[config.mk]
export PLATFORM = sky130hd
export DESIGN_NAME = packet_switch_ipbb_gnt_xfer
export DESIGN_NICKNAME = d
export VERILOG_FILES = /design/src/rtl/packet_switch_ipbb_gnt_xfer.sv
export SDC_FILE = /design/constraint.sdc
export NUM_CORES = 1
export LEC_CHECK = 0
export ABC_AREA = 1
export CORE_ASPECT_RATIO = 1.4
export CORE_MARGIN = 4
export CORE_UTILIZATION = 40
export CTS_CLUSTER_SIZE = 25
export DETAILED_ROUTE_END_ITERATION = 8
export HOLD_SLACK_MARGIN = 0.1
export PLACE_DENSITY = 0.79
export SLEW_MARGIN = 20
export SYNTH_ARGS = -nofsm -noshare
export SYNTH_HDL_FRONTEND = slang
export SYNTH_SLANG_ARGS = --single-unit
[constraint.sdc]
create_clock -name clk -period 1.9 [get_ports clk]
set_input_delay 0.38 -clock clk [delete_from_list [all_inputs] [get_ports clk]]
set_output_delay 0.38 -clock clk [all_outputs]
set_load 0.01 [all_outputs]
[src/rtl/packet_switch_ipbb_gnt_xfer.sv]
// Grant consumer for the ingress arbiter: takes one port grant, forwards exactly
// one packet from that port onto a registered egress stream, then pops the grant.
module packet_switch_ipbb_gnt_xfer #(
  parameter int N       = 2,
  parameter int N_WIDTH = (N < 2) ? 1 : $clog2(N),
  parameter int DATA_WD = 64,
  parameter int KEEP_WD = DATA_WD / 8,
  parameter int CNT_WD  = 16
) (
  input  logic                          clk,
  input  logic                          rst_n,
  input  logic [N_WIDTH-1:0]            gnt,
  input  logic                          gnt_vld,
  output logic                          gnt_in_flight,
  output logic                          gnt_pop,
  input  logic [N-1:0]                  in_tvalid,
  input  logic [N-1:0][DATA_WD-1:0]     in_tdata,
  input  logic [N-1:0][KEEP_WD-1:0]     in_tkeep,
  input  logic [N-1:0]                  in_tlast,
  output logic [N-1:0]                  in_tready,
  output logic                          out_tvalid,
  output logic [DATA_WD-1:0]            out_tdata,
  output logic [KEEP_WD-1:0]            out_tkeep,
  output logic                          out_tlast,
  output logic [N_WIDTH-1:0]            out_tid,
  input  logic                          out_tready,
  output logic [N-1:0][CNT_WD-1:0]      pkt_cnt
);

  typedef enum logic [1:0] {IDLE, XFER, POP} state_t;

  state_t             state;
  logic [N_WIDTH-1:0] sel;
  logic               xfer;
  logic               room;
  logic [N-1:0]       take;
  logic               accept;
  logic               last;
  logic [DATA_WD-1:0] mux_data;
  logic [KEEP_WD-1:0] mux_keep;

  assign xfer   = (state == XFER);
  // Egress slot is free if empty or draining this cycle.
  assign room   = !out_tvalid | out_tready;
  assign accept = |take;
  assign last   = |(take & in_tlast);

  for (genvar i = 0; i < N; i++) begin : g_lane
    logic [CNT_WD-1:0] cnt;

    assign in_tready[i] = xfer & room & (sel == N_WIDTH'(i));
    assign take[i]      = in_tready[i] & in_tvalid[i];
    assign pkt_cnt[i]   = cnt;

    always_ff @(posedge clk or negedge rst_n) begin
      if (!rst_n)                cnt <= '0;
      else if (take[i] && in_tlast[i]) cnt <= cnt + CNT_WD'(1);
    end
  end

  // take is one-hot or zero, so an OR-reduce is the port mux.
  always_comb begin
    mux_data = '0;
    mux_keep = '0;
    for (int i = 0; i < N; i++) begin
      if (take[i]) begin
        mux_data = mux_data | in_tdata[i];
        mux_keep = mux_keep | in_tkeep[i];
      end
    end
  end

  always_ff @(posedge clk or negedge rst_n) begin
    if (!rst_n) begin
      out_tvalid <= 1'b0;
      out_tdata  <= '0;
      out_tkeep  <= '0;
      out_tlast  <= 1'b0;
      out_tid    <= '0;
    end else if (accept) begin
      out_tvalid <= 1'b1;
      out_tdata  <= mux_data;
      out_tkeep  <= mux_keep;
      out_tlast  <= last;
      out_tid    <= sel;
    end else if (out_tready) begin
      out_tvalid <= 1'b0;
    end
  end

  // gnt_in_flight stays up through POP so the arbiter keeps gnt==sel while the pop is seen.
  always_ff @(posedge clk or negedge rst_n) begin
    if (!rst_n) begin
      state         <= IDLE;
      sel           <= '0;
      gnt_in_flight <= 1'b0;
      gnt_pop       <= 1'b0;
    end else begin
      case (state)
        IDLE: begin
          gnt_pop <= 1'b0;
          if (gnt_vld) begin
            sel           <= gnt;
            state         <= XFER;
            gnt_in_flight <= 1'b1;
          end
        end
        XFER: begin
          if (accept && last) begin
            state   <= POP;
            gnt_pop <= 1'b1;
          end
        end
        POP: begin
          state         <= IDLE;
          gnt_pop       <= 1'b0;
          gnt_in_flight <= 1'b0;
        end
        default: begin
          state         <= IDLE;
          gnt_pop       <= 1'b0;
          gnt_in_flight <= 1'b0;
        end
      endcase
    end
  end

endmodule
==> summary.md, run 1 <==
| Metric | Value |
|---|---|
| Outcome | `finished, final reports clean` |
| Most frequent CP cell | `inv_1` |
| DP Worst Slack | `-0.338 ns` |
| Endpoints failing hold | `0` |
| Total power | `about 11 mW` |
| Setup TNS | `0 ns` |
| Area added between synthesis and finish | `59.6%` |
| Worst EP required | `between 1.5 and 2 ns` |
| Worst Tran Pin Value | `roughly 0.62 ns` |
| DR top layer | `met4` |
| Routed Antenna Nets | `0` |
| Mapped Cells | `around 700` |
| Diodes inserted | `0` |
| CTS tree | `built` |
| Max-cap violation count | `0` |
| Initial antenna violation count | `0` |
| Max stage delay on crit path | `~0.45 ns` |
| Largest net degree at the start of global routing | `~110` |
| Mean Syn Cell Area | `approximately 7.7 sq um` |
| Synthesized flop and latch total | `112` |
| Hold Path Class | `primary input to asynchronous set/reset pin` |
| Top Family by Delay on Critical Path | `buffers and inverters` |
| Vias | `5698` |
| Critical-path cell list | `clkdlybuf4s50_1 -> inv_1 -> a21oi_4 -> nand2_1 -> inv_1 -> clkdlybuf4s15_1` |
| Synth area leader | `dfrtp_1` |
| GRT overflow | `0` |
| Synth top area share | `around 50%` |
| Setup CP Type | `primary input to primary output` |
| Fraction of layout cells with a size suffix above 1 | `under 10%` |
| Clk_lat worst skew | `0.35 ns` |
| Minimum clock period | `between 1.5 and 2 ns` |
| Slowest-stage cell, CP | `clkdlybuf4s50_1` |
| Worst Path Buf+Inv | `4` |
| Row count | `50` |
| First-pass GRT wire length | `around 27 mm` |
| Starting DRT DRC Count | `238` |
| Sink Count | `~110` |
| Core area | `around 13000 sq um` |
| Die X | `around 110 microns` |
| Distinct cell type count after synthesis | `21` |
| Max VDD drop | `just over 0.7 mV` |
| CTS root buffer | `clkbuf_16` |
| Port Buf Inserts | `roughly 260` |
| Ratio of total power to cell area | `roughly 1300 nW/um^2` |
| Die area | `between 15000 and 20000 sq um` |
| Met2 WL | `slightly below 9 mm` |
| Crit path max fanout | `4` |
| Nets@finish | `1133` |
| Met1 wire length | `~6.6 mm` |
| Post-synth net total | `869` |
| Flop2flop setup slack | `0.24 ns` |
| Final RePlAce weighted congestion | `0.881` |
| Skew final | `approximately 0.018 ns` |
| Launching element type of the critical path | `primary input` |
| Mapped Area | `~5500 sq um` |
| Drt first pass iters | `4` |
| Max-slew violation count | `0` |
| Syn. warnings | `0` |
| Filler Cells Inserted | `approximately 1100` |
| Vias per cell | `about 5` |
| Commonest non-fill, non-tap cell in the layout | `nand2_1` |
| Slew HR | `between 50% and 60%` |
| Gr usage total | `22.0%` |
| Drt total wl | `roughly 18 mm` |
| Hpwl dp | `approximately 13 mm` |
| Clk slew on worst S/H paths | `around 0.070 ns` |
| CTS HTree Levels | `3` |
| Die Ht | `around 150 microns` |
| Commonest cells after routing, fill and taps aside | `nand2_1 (292), clkdlybuf4s50_1 (260), nand3_1 (160)` |
| DR WL/cell | `between 15 and 20 microns` |
| Crit end category | `primary output` |
| Lkg Pwr | `3.89 nW` |
| Post-route DRC | `0` |
| Register area share after synthesis | `a little over 50%` |
| Final setup viols | `0` |
| Final Hold Slack | `about 0.11 ns` |
| Post-route setup slack | `~0.10 ns` |
| Maximum clock rate | `between 0.5 and 0.6 GHz` |
| Boundary pin count | `about 260` |
| Vias in the first global route | `around 5500` |
| Synth top area cells | `dfrtp_1 (51%), nand2_1 (20%), nand3_1 (15%)` |
| CP Data Arrival Time | `1.42 ns` |
| Initial Util | `between 40% and 50%` |
| Inserted Clock Buffers | `9` |
| Final worst-path cycle share | `a little over nine tenths` |
| WL met3 | `between 1.5 and 2 mm` |
| Clock buffer depth | `2` |
| RSZ-0062 raised after global routing | `false` |
synthesized netlist by cell type:
cell,count
nand3b_1,1
inv_1,27
nor2_1,34
ha_1,2
nand3_1,160
nand2_1,292
a21oi_1,2
xnor2_1,10
nand3_4,2
buf_6,2
clkbuf_1,5
xor2_1,6
a21oi_4,1
buf_2,26
nor2_2,2
dfrtp_1,112
o21ai_0,12
inv_2,3
buf_1,1
buf_4,2
nand4_1,12
final timing paths:
path / startpoint / to / cells past startpoint
worst max register to register: state[1]$_DFFE_PN0P_ / g_lane[1].cnt[7]$_DFFE_PN0P_ / 11
min in group clk: state[1]$_DFFE_PN0P_ / gnt_in_flight$_DFFE_PN0P_ / 1
max in group asynchronous: rst_n / g_lane[0].cnt[4]$_DFFE_PN0P_ / 2
worst max-delay path: out_tready / in_tready[0] / 6
worst min-delay path: rst_n / g_lane[1].cnt[12]$_DFFE_PN0P_ / 2
worst min register to register: state[1]$_DFFE_PN0P_ / gnt_in_flight$_DFFE_PN0P_ / 1
through the flow:
| step | utilization [%] | instances | instance area, sq um |
|---|---|---|---|
| global placement | 63.0 | 1146 | 8480 |
| floorplan | - | 714 | 5510 |
| detailed placement | 63.0 | 1146 | 8480 |
| global route | 65.4 | 1165 | 8800 |
| finish | 65.4 | 1165 | 8800 |
| CTS | 65.3 | 1164 | 8790 |
final cells by class:
type | instances | area (sq um) | area share, %
inverter | 30 | 113 | 1.28
sequential | 112 | 2800 | 31.9
clock inverter | 6 | 67.6 | 0.768
timing repair buffer | 289 | 2950 | 33.5
clock buffer | 10 | 229 | 2.60
tap | 182 | 228 | 2.59
multi-input combinational | 536 | 2410 | 27.4
metal layers:
layer	track usage [%]	up-vias
met1	23.9	2601
met2	38.5	232
met4	8.19	0
li1	-	2831
met5	0	-
met3	8.18	34
worst reg2reg max path: stages, from the launching register on:
cell and delay (ns):
dfrtp_1 0.39, inv_2 0.07, nand2_1 0.08, a21oi_4 0.17, buf_4 0.13, buf_4 0.11
nand3_4 0.08, buf_4 0.19, nor2_2 0.10, buf_4 0.17, nand2_1 0.06, nand2_1 0.06
repair_timing:
| item | in CTS | in global routing |
|---|---|---|
| pin swaps | 1 | 0 |
| gates resized for setup | 2 | 2 |
| hold buffers | 0 | 0 |
| endpoints found under the setup margin | 2 | 2 |
| buffers inserted | 2 | 1 |
flip-flops by register name (all words and copies together) (netlist names):
signal and count:
out_tid 1, out_tlast 1, gnt_pop 1, out_tdata 64
out_tvalid 1, sel 1, g_lane.cnt 32, state 2
out_tkeep 8, gnt_in_flight 1
kinds of logic (layout without fill, tap and decap cells):
family,after synthesis,count (layout),synth area share [%]
and+or+nand+nor,503,503,39.1
DFF,112,112,50.9
buffers and inverters,66,335,5.49
xor gates and xnor gates,16,16,2.54
AOI/OAI and AO/OA,15,15,1.57
adders and majority gates,2,2,0.454
report_power, final:
| part | internal, mW | switching [mW] | leakage (nW) | total, mW |
|---|---|---|---|---|
| Combinational | 2.81 | 2.47 | 2.33 | 5.27 |
| Sequential | 3.30 | 0.593 | 1.42 | 3.89 |
| Clock | 1.03 | 0.887 | 0.139 | 1.92 |
Power figures use the tool's default switching activity.
==> run 2: changes to the inputs <==
- CORE_UTILIZATION: 40 -> 41
- SKIP_LAST_GASP: unset -> 1
==> run 2 against run 1 <==
Flip-flop and latch count unchanged. Clock-buffer cell count is the same. Core utilization up 1.9 points. Final area shrank 0.63%. First-iteration DRC count shrank 9.7%. Die area is 2.3% lower. Total power is 1.8% lower. Final cell count shrank 0.34%. Highest routed layer unchanged.
==> summary.md, run 2 (synthesis results as in run 1) <==
| Metric | Value |
|---|---|
| Post-CTS setup buffer count | `0` |
| Clk_lat worst skew | `0.34 ns` |
| Post-route setup slack | `about 0.052 ns` |
| Most frequent CP cell | `inv_1` |
| Max VDD drop | `approximately 0.7 mV` |
| Slowest-stage cell, CP | `clkdlybuf4s50_1` |
| Worst reg2reg path startpoint | `state[1]$_DFFE_PN0P_` |
| Die X | `around 110 microns` |
| Maximum clock rate | `~0.54 GHz` |
| DP Worst Slack | `-0.216 ns` |
| Die Ht | `roughly 150 microns` |
| Final worst-path cycle share | `between 90% and 100%` |
| Skew final | `about 0.014 ns` |
| Port Buf Inserts | `approximately 260` |
| Crit end category | `primary output` |
| Non-filler cells, final | `1161` |
| Vias | `between 5000 and 6000` |
| Gr usage total | `a little under a quarter` |
| Initial Util | `between 40% and 50%` |
| Nets@finish | `around 1100` |
| Critical-path cell list | `clkdlybuf4s50_1 -> inv_1 -> a21oi_4 -> nand2_1 -> inv_1 -> dlygate4sd2_1` |
| CTS HTree Levels | `3` |
| Max reg flops | `64` |
| Slew HR | `around two thirds` |
| First-pass GRT wire length | `28.4 mm` |
| Worst Tran Pin Value | `around 0.5 ns` |
| GRT overflow | `0` |
| Seq pwr share | `between 30% and 40%` |
| Diodes inserted | `0` |
| CP Data Arrival Time | `about 1.5 ns` |
| Placed Cells incl. Taps | `~1100` |
| Commonest non-fill, non-tap cell in the layout | `nand2_1` |
| Final Hold Slack | `0.446 ns` |
| CP Capture Point | `in_tready[0]` |
| RSZ-0062 raised after global routing | `false` |
| Die area | `roughly 15000 sq um` |
| Hold Path Class | `register to register` |
| Setup CP Type | `primary input to primary output` |
| Final setup viols | `0` |
| Comb pwr share | `between 40% and 50%` |
| Lkg Pwr | `roughly 3.9 nW` |
| Flop2flop setup slack | `approximately 0.26 ns` |
| DR WL/cell | `approximately 15 microns` |
| Max-cap violation count | `0` |
| Boundary pin count | `~260` |
| Clk slew on worst S/H paths | `0.07 ns` |
| Commonest cells after routing, fill and taps aside | `nand2_1 (292), clkdlybuf4s50_1 (260), nand3_1 (160)` |
| Ratio of total power to cell area | `about 1200 nW/um^2` |
| Area added between synthesis and finish | `58.6%` |
| Outcome | `finished, final reports clean` |
| CTS tree | `built` |
| Max-slew violation count | `0` |
| Internal power | `6.95 mW` |
| Final RePlAce weighted congestion | `between 0.8 and 0.9` |
| Top flop regs | `out_tdata (64), g_lane.cnt (32), out_tkeep (8)` |
| Post-route DRC | `0` |
| Total power | `roughly 11 mW` |
| Largest net degree at the start of global routing | `between 40 and 50` |
| Worst EP required | `around 1.5 ns` |
| Worst reg2reg path endpoint | `out_tdata[38]$_DFFE_PN0P_` |
| Starting DRT DRC Count | `about 220` |
| CTS root buffer | `clkbuf_16` |
| Fin util | `67.3%` |
| Launching element type of the critical path | `primary input` |
| Drt total wl | `between 15 and 20 mm` |
| Crit path max fanout | `3` |
| Fraction of layout cells with a size suffix above 1 | `5.09%` |
| Routed Antenna Nets | `0` |
| Sink Count | `between 100 and 150` |
| Top reg by flops | `out_tdata` |
| Endpoints failing hold | `0` |
| Top Family by Delay on Critical Path | `buffers and inverters` |
| Crit path depth | `6` |
| Inserted Clock Buffers | `9` |
| Hpwl dp | `~13 mm` |
| Worst Reg-to-Reg Cells | `8` |
| Core area | `13000 sq um` |
| Net Sw Frac | `between 30% and 40%` |
| Vias in the first global route | `around 5700` |
| Net Sw Power | `3.93 mW` |
| Minimum clock period | `around 1.8 ns` |
| Max stage delay on crit path | `approximately 0.47 ns` |
| Row count | `49` |
| Initial antenna violation count | `0` |
| Clock share of power | `16.5%` |
| CP startpoint | `out_tready` |
| Drt first pass iters | `4` |
| Worst Path Buf+Inv | `4` |
| Vias per cell | `slightly below 5` |
| Clock buffer depth | `2` |
-- run 2: worst reg2reg max path, delay by kind of cell, from the launching register on --
| kind | cells | cell delay, ns |
|---|---|---|
| AND/OR/NAND/NOR | 4 | 0.46 |
| AO/OA/AOI/OAI | 1 | 0.15 |
| flip-flops | 1 | 0.39 |
| buffers and inverters | 3 | 0.54 |
-- run 2: area by class of cell --
| type | count | area, sq um |
|---|---|---|
| Inverter | 30 | 113 |
| Timing Repair Buffer | 289 | 2910 |
| Fill cell | 1089 | 4260 |
| Clock buffer | 10 | 239 |
| Sequential cell | 112 | 2800 |
| Clock inverter | 6 | 45.0 |
| Tap cell | 178 | 223 |
| Multi-Input combinational cell | 536 | 2410 |
-- run 2: power by group through the flow --
stage	Sequential, mW	Combinational [mW]	Clock (mW)
after detailed placement	3.93	5.23	0
after global placement	3.91	5.16	0
after global routing	4.03	5.63	1.95
final	3.91	5.17	1.80
after floorplan	4.27	1.93	0
after CTS	3.91	5.24	1.86
-- run 2: metal layers --
metal,vias up,global-route usage [%],routed length [microns]
met4,0,7.91,493
met2,208,41.7,9300
met3,31,6.98,1370
met1,2656,25.0,6670
li1,2825,-,-
met5,-,0,0
-- run 2: worst min-delay path by stage --
stage	start	endpoint	slack (ns)	depth (start not counted)
2_1_floorplan	rst_n	g_lane[0].cnt[0]$_DFFE_PN0P_	0.08	0
5_1_grt	rst_n	out_tdata[30]$_DFFE_PN0P_	0.46	2
6_report	state[1]$_DFFE_PN0P_	gnt_in_flight$_DFFE_PN0P_	0.45	1
3_5_place_dp	rst_n	g_lane[1].cnt[10]$_DFFE_PN0P_	0.28	1
4_1_cts	rst_n	out_tdata[31]$_DFFE_PN0P_	0.45	2
3_3_place_gp	rst_n	g_lane[1].cnt[12]$_DFFE_PN0P_	0.28	1
-- run 2: what timing repair did --
item,4_1_cts,5_1_grt
endpoints found under the hold margin,16,0
resized for setup,2,0
endpoints found under the setup margin,2,0
hold buffers,1,0
-- run 2: stage by stage --
| step | instance area (sq um) | setup TNS (ns) |
|---|---|---|
| 2_1_floorplan | 5510 | 0 |
| 3_3_place_gp | 8450 | -5.30 |
| 3_5_place_dp | 8450 | -9.76 |
| 4_1_cts | 8740 | 0 |
| 5_1_grt | 8740 | 0 |
| 6_report | 8740 | 0 |
